### src/rtl/ov5640_capture.sv
// OV5640 DVP capture: skips start-up frames, assembles sensor bytes into pixels
// and emits a one-cycle write strobe for pixels inside a per-frame crop window.
module ov5640_capture #(
  parameter int PIX_BYTES   = 2,
  parameter int SKIP_FRAMES = 10,
  parameter int CNT_W       = 12,
  parameter int MSB_FIRST   = 1
) (
  input  logic                   ov5640_pclk,
  input  logic                   s_rst_n,
  input  logic                   ov5640_href,
  input  logic                   ov5640_vsync,
  input  logic [7:0]             ov5640_data,
  input  logic                   cap_en,
  input  logic [CNT_W-1:0]       cfg_x_start,
  input  logic [CNT_W-1:0]       cfg_x_size,
  input  logic [CNT_W-1:0]       cfg_y_start,
  input  logic [CNT_W-1:0]       cfg_y_size,
  output logic [8*PIX_BYTES-1:0] m_data,
  output logic                   m_wr_en,
  output logic                   m_sof,
  output logic                   m_eol,
  output logic                   frame_done,
  output logic                   busy
);

  localparam int PW = 8 * PIX_BYTES;
  localparam int BW = (PIX_BYTES > 1) ? $clog2(PIX_BYTES) : 1;
  localparam logic [BW-1:0]    LAST_IDX = BW'(PIX_BYTES - 1);
  localparam logic [7:0]       SKIP_N   = 8'(SKIP_FRAMES);
  localparam logic [CNT_W-1:0] CNT_ONE  = CNT_W'(1);
  localparam logic [CNT_W:0]   END_ONE  = (CNT_W + 1)'(1);

  typedef enum logic [1:0] {
    SKIP    = 2'd0,
    IDLE    = 2'd1,
    WAIT_VS = 2'd2,
    ACTIVE  = 2'd3
  } state_t;

  state_t           state_q, state_d;
  logic [7:0]       skip_cnt_q, skip_cnt_d;
  logic             vs_prev_q, vs_prev_d;
  logic             href_prev_q, href_prev_d;
  logic [BW-1:0]    byte_idx_q, byte_idx_d;
  logic [PW-1:0]    pix_q, pix_d;
  logic [CNT_W-1:0] x_cnt_q, x_cnt_d, y_cnt_q, y_cnt_d;
  logic [CNT_W-1:0] x_start_q, x_start_d, x_size_q, x_size_d;
  logic [CNT_W-1:0] y_start_q, y_start_d, y_size_q, y_size_d;
  logic             sof_pend_q, sof_pend_d;
  logic [PW-1:0]    m_data_q, m_data_d;
  logic             m_wr_en_q, m_wr_en_d, m_sof_q, m_sof_d, m_eol_q, m_eol_d;
  logic             frame_done_q, frame_done_d, busy_q, busy_d;

  logic             vs_pos_s, href_fall_s, last_byte_s, in_win_s, wr_s, eol_hit_s;
  logic [BW-1:0]    byte_pos_s;
  logic [PW-1:0]    pix_asm_s;
  logic [CNT_W:0]   x_end_s, y_end_s;

  // Window test uses the latched (old-frame) counters and config, so a pixel
  // completing on the same edge as vs_pos still belongs to the ending frame.
  always_comb begin
    vs_pos_s    = ov5640_vsync & ~vs_prev_q;
    href_fall_s = href_prev_q & ~ov5640_href;
    last_byte_s = ov5640_href & (byte_idx_q == LAST_IDX);
    byte_pos_s  = (MSB_FIRST != 0) ? (LAST_IDX - byte_idx_q) : byte_idx_q;
    pix_asm_s   = pix_q;
    for (int i = 0; i < PIX_BYTES; i++) begin
      if (byte_pos_s == BW'(i)) begin
        pix_asm_s[8*i +: 8] = ov5640_data;
      end else begin
        pix_asm_s[8*i +: 8] = pix_q[8*i +: 8];
      end
    end
    x_end_s   = {1'b0, x_start_q} + {1'b0, x_size_q};
    y_end_s   = {1'b0, y_start_q} + {1'b0, y_size_q};
    in_win_s  = (x_cnt_q >= x_start_q) && ({1'b0, x_cnt_q} < x_end_s) &&
                (y_cnt_q >= y_start_q) && ({1'b0, y_cnt_q} < y_end_s);
    wr_s      = (state_q == ACTIVE) && last_byte_s && in_win_s;
    eol_hit_s = ({1'b0, x_cnt_q} == (x_end_s - END_ONE));

    vs_prev_d   = ov5640_vsync;
    href_prev_d = ov5640_href;
    if (!ov5640_href) begin
      byte_idx_d = '0;
      pix_d      = pix_q;
    end else if (last_byte_s) begin
      byte_idx_d = '0;
      pix_d      = pix_asm_s;
    end else begin
      byte_idx_d = byte_idx_q + BW'(1);
      pix_d      = pix_asm_s;
    end

    if (href_fall_s) begin
      x_cnt_d = '0;
    end else if (last_byte_s && (x_cnt_q != '1)) begin
      x_cnt_d = x_cnt_q + CNT_ONE;
    end else begin
      x_cnt_d = x_cnt_q;
    end

    if (vs_pos_s) begin
      y_cnt_d   = '0;
      x_start_d = cfg_x_start;
      x_size_d  = cfg_x_size;
      y_start_d = cfg_y_start;
      y_size_d  = cfg_y_size;
    end else begin
      y_cnt_d   = (href_fall_s && (y_cnt_q != '1)) ? (y_cnt_q + CNT_ONE) : y_cnt_q;
      x_start_d = x_start_q;
      x_size_d  = x_size_q;
      y_start_d = y_start_q;
      y_size_d  = y_size_q;
    end

    if (vs_pos_s) begin
      sof_pend_d = 1'b1;
    end else if (wr_s) begin
      sof_pend_d = 1'b0;
    end else begin
      sof_pend_d = sof_pend_q;
    end

    state_d      = state_q;
    skip_cnt_d   = skip_cnt_q;
    frame_done_d = 1'b0;
    case (state_q)
      SKIP: begin
        if (skip_cnt_q == SKIP_N) begin
          state_d = IDLE;
        end else if (vs_pos_s) begin
          skip_cnt_d = skip_cnt_q + 8'd1;
        end else begin
          skip_cnt_d = skip_cnt_q;
        end
      end
      IDLE: begin
        if (cap_en) state_d = WAIT_VS;
        else        state_d = IDLE;
      end
      WAIT_VS: begin
        if (!cap_en)       state_d = IDLE;
        else if (vs_pos_s) state_d = ACTIVE;
        else               state_d = WAIT_VS;
      end
      ACTIVE: begin
        if (vs_pos_s) begin
          frame_done_d = 1'b1;
          state_d      = cap_en ? ACTIVE : IDLE;
        end else begin
          state_d = ACTIVE;
        end
      end
      default: state_d = SKIP;
    endcase

    busy_d    = (state_d == ACTIVE);
    m_wr_en_d = wr_s;
    m_sof_d   = wr_s & sof_pend_q;
    m_eol_d   = wr_s & eol_hit_s;
    m_data_d  = wr_s ? pix_asm_s : m_data_q;
  end

  // All state; vs_prev resets high so a vsync already high at release is not an edge.
  always_ff @(posedge ov5640_pclk or negedge s_rst_n) begin
    if (!s_rst_n) begin
      state_q      <= SKIP;
      skip_cnt_q   <= 8'd0;
      vs_prev_q    <= 1'b1;
      href_prev_q  <= 1'b0;
      byte_idx_q   <= '0;
      pix_q        <= '0;
      x_cnt_q      <= '0;
      y_cnt_q      <= '0;
      x_start_q    <= '0;
      x_size_q     <= '0;
      y_start_q    <= '0;
      y_size_q     <= '0;
      sof_pend_q   <= 1'b0;
      m_data_q     <= '0;
      m_wr_en_q    <= 1'b0;
      m_sof_q      <= 1'b0;
      m_eol_q      <= 1'b0;
      frame_done_q <= 1'b0;
      busy_q       <= 1'b0;
    end else begin
      state_q      <= state_d;
      skip_cnt_q   <= skip_cnt_d;
      vs_prev_q    <= vs_prev_d;
      href_prev_q  <= href_prev_d;
      byte_idx_q   <= byte_idx_d;
      pix_q        <= pix_d;
      x_cnt_q      <= x_cnt_d;
      y_cnt_q      <= y_cnt_d;
      x_start_q    <= x_start_d;
      x_size_q     <= x_size_d;
      y_start_q    <= y_start_d;
      y_size_q     <= y_size_d;
      sof_pend_q   <= sof_pend_d;
      m_data_q     <= m_data_d;
      m_wr_en_q    <= m_wr_en_d;
      m_sof_q      <= m_sof_d;
      m_eol_q      <= m_eol_d;
      frame_done_q <= frame_done_d;
      busy_q       <= busy_d;
    end
  end

  assign m_data     = m_data_q;
  assign m_wr_en    = m_wr_en_q;
  assign m_sof      = m_sof_q;
  assign m_eol      = m_eol_q;
  assign frame_done = frame_done_q;
  assign busy       = busy_q;

endmodule

### config.mk
export PLATFORM = sky130hd
export DESIGN_NAME = ov5640_capture
export DESIGN_NICKNAME = d
export VERILOG_FILES = /design/src/rtl/ov5640_capture.sv
export SDC_FILE = /design/constraint.sdc
export NUM_CORES = 1
export LEC_CHECK = 0
export CAP_MARGIN = 5
export CORE_MARGIN = 3
export CORE_UTILIZATION = 25
export DETAILED_ROUTE_END_ITERATION = 8
export PLACE_DENSITY_LB_ADDON = 0.1
export SLEW_MARGIN = 20
export SYNTH_ARGS = -nofsm -noshare
export SYNTH_HDL_FRONTEND = slang
export SYNTH_SLANG_ARGS = --single-unit
### constraint.sdc
create_clock -name ov5640_pclk -period 5.3 [get_ports ov5640_pclk]
set_input_delay 0.795 -clock ov5640_pclk [delete_from_list [all_inputs] [get_ports ov5640_pclk]]
set_output_delay 0.795 -clock ov5640_pclk [all_outputs]
set_load 0.01 [all_outputs]
==> out/metrics.cfg <==
[yosys]
yosysWarningCount = 0
synth_top_family_by_area = simple AND/OR/NAND/NOR gates
yosysMostFrequentCell = nand2_1
muxShareOfSynthArea = 0.0841
synth_seq_cells = 123
syn_avg_cell_area_sq_um = 9.83
synthAdderAreaFrac = 0.130
synth.area.top_cells = dfrtp_1 (41%), ha_1 (12%), nand2_1 (6.2%)
synth.distinct_cells = 68
yosysTopAreaCellShare = 0.407
synth_compound_area_frac = 0.123
synthFlopType = dfrtp_1
ys_seq_area_frac = 0.411
synth_top_area_cell = dfrtp_1
synth_common_cells = nand2_1 (124), dfrtp_1 (122), ha_1 (72)
syn_inst = 763
async_flop_share = 1.00
synth-edff-count = 0
synth_area_sq_um = 7500
synthSimpleGateAreaFrac = 0.145
syn_nets = 898
synthXorXnorAreaFrac = 0.0661

[final_layout]
final_layout_size_suffix_gt1_frac = 0.118
final_cell_area_sq_um = 9330
stdcell_count = 1243
area_delta_synth_final_pct = 24.4
antenna_cells = 0
fin_nets = 981

[route]
drt_iter0_drc = 198
viasPerCell = 4.41
drt-met1-wl_um = 10500
detail_route.wl_per_cell_um = 15.5
dr.pass1.iters = 6
drc = 0
drtAntennaViolNets = 0
wl_met3_um = 736
wl_um = 19200
num_vias = 5480
dr_wl_met2_um = 7810
highest_layer = met4

[clocking]
clkLatencyLatePin_ps = 420
cts_tree = built
cts_setup_buffers = 0
cts_made_buffers = 17
post_cts_resized = 0
postCtsHoldBufs = 0
root_buffer = clkbuf_16
clkSlewWorstSetupHoldPaths_ps = 60
htreeDepth = 4
clockBufferDepth = 2
cts.sinks = 123

[floorplanning]
dieHeight_um = 179
pin_count = 82
coreArea_sq_um = 29200
rows = 62
start_util = 0.257
fp.dieW_um = 179
die_area_sq_um = 32100

[global_route]
gr-total-overflow = 0
grt_pass1_vias = 5867
grtUsageTotal = 0.128
grt_pass1_wl_um = 31900
antenna_found_initial = 0
grt_max_degree = 90

[critical_path]
crit_path_end_kind = flip-flop
cp_slowest_cell = o21ai_0
worstSetupPathType = flip-flop to flip-flop
critPathLaunchType = flip-flop
crit_top_cell = maj3_2
reg2reg_slack_ps = 420
path_max_fanout = 20
crit_chain = ha_1 -> inv_1 -> fa_1 -> nor2b_2 -> o21a_1 -> o21ai_0 -> and2_1 -> inv_1 -> ha_1 -> or3_1 -> o21ai_0 -> a21oi_1 -> a31oi_1 -> nand2_1 -> maj3_2 -> maj3_2 -> maj3_2 -> a311o_1 -> buf_4 -> mux2_4
slowest_delay_ps = 430
crit_required_ps = 5600
crit_buf_inv = 3
worstPathArrival_ps = 5180
crit_family = adder cells

[power_and_ir_drop]
worst_ir_drop_vdd_mv = 0.233
pwr-share-comb = 0.261
powerDensity_nw_per_um2 = 332
power_switching_uw = 979
p_seq_frac = 0.361
clkPwrFrac = 0.378
p_leak_uw = 0.00428
p_sw_frac = 0.316
internal-power_uw = 2120

[sta]
rsz0062_at_grt = false
finalSetupViolCount = 0
hold_viol_final = 0
tightest_slew_ps = 1070
slew_violations = 0
fin_crit_ps = 4880
slew_headroom = 0.286
period_share = 0.921
fin_skew_ps = 12.1
timing.fmax_mhz = 205
setup_ws_ps = 420
finalSetupTns_ps = 0

[place]
dpl_cell_area_sq_um = 8750
gp_congestion = 0.727
place_ws_ps = 413
io_buffers = 81
post-dp-hpwl_um = 13700
dp_cells = 1211

[run_status]
status = finished clean

[job]
maxCapViolCount = 0

[min_path]
worst_hold_path_type = primary input to async pin

## cells in the final DEF (no fill, tap or decap), types with 16 or more instances in the layout
cell type,netlist,layout
nand2_1,124,124
dfrtp_1,122,122
clkdlybuf4s50_1,0,80
ha_1,72,72
inv_1,56,56
o21ai_0,55,55
nor2_1,35,35
xnor2_1,32,32
mux2_2,32,32
a21oi_1,22,22
xor2_1,22,22
clkbuf_16,0,17
mux2_4,16,16
## stage by stage
step | hold WS, ps | total power (uW) | util
after floorplan | 446 | 1700 | -
after global placement | 470 | 1960 | 0.300
after detailed placement | 468 | 1950 | 0.300
after CTS | 481 | 3160 | 0.320
after global routing | 495 | 3320 | 0.320
final | 481 | 3100 | 0.320
## layer usage
| metal | global-route usage | up-vias |
|---|---|---|
| met2 | 0.186 | 83 |
| met3 | 0.0307 | 12 |
| met1 | 0.190 | 2574 |
| li1 | - | 2811 |
| met5 | 0 | - |
| met4 | 0.0309 | 0 |
## path summary, 6_finish.rpt
path | start | end | cells past startpoint
max | x_start_q[0] | m_data[8] | 20
min in group ov5640_pclk | skip_cnt_q[7] | skip_cnt_q[7] | 1
min reg2reg | skip_cnt_q[7] | skip_cnt_q[7] | 1
max reg2reg | x_start_q[0] | m_data[8] | 20
min | s_rst_n | y_size_q[7] | 1
max in group asynchronous | s_rst_n | x_size_q[11] | 2
## area by class of cell
class,count,area (sq um)
inverters,57,214
clock inverters,13,140
multi-input cells,562,4120
repair buffers,85,855
fillers,3078,19800
well taps,384,480
clock buffers,19,443
flip-flops and latches,123,3080
## registers in the layout, summed over array words and instances (netlist names), 2 cells and up
| signal | count |
|---|---|
| y_start_q | 12 |
| state_q | 2 |
| y_size_q | 12 |
| pix_q | 16 |
| y_cnt_q | 12 |
| skip_cnt_q | 8 |
| x_size_q | 12 |
| x_start_q | 12 |
| m_data | 16 |
| x_cnt_q | 12 |
## logic make-up (layout without fill, tap and decap cells)
kind of cell / count (synthesis) / after routing
compound gates: 141 / 141
xor+xnor: 55 / 55
fa+ha+maj: 77 / 77
buf+inv: 78 / 174
flops: 123 / 123
mux: 51 / 51
simple gates: 238 / 238
## worst reg2reg max path: cells and delay by family, from the launching register on
kind | cells | cell delay, ps
adders and majority gates | 6 | 1600
AOI/OAI and AO/OA | 6 | 1300
and+or+nand+nor | 4 | 720
DFF | 1 | 400
buffers and inverters | 3 | 380
muxes | 1 | 350
## power groups by stage
stage	sequential, uW	combinational, uW	clock, uW
2_1_floorplan	1110	593	0
3_3_place_gp	1140	821	0
3_5_place_dp	1140	818	0
4_1_cts	1120	824	1220
5_1_grt	1140	934	1250
6_report	1120	809	1170
(Power assumes the default switching activity.)
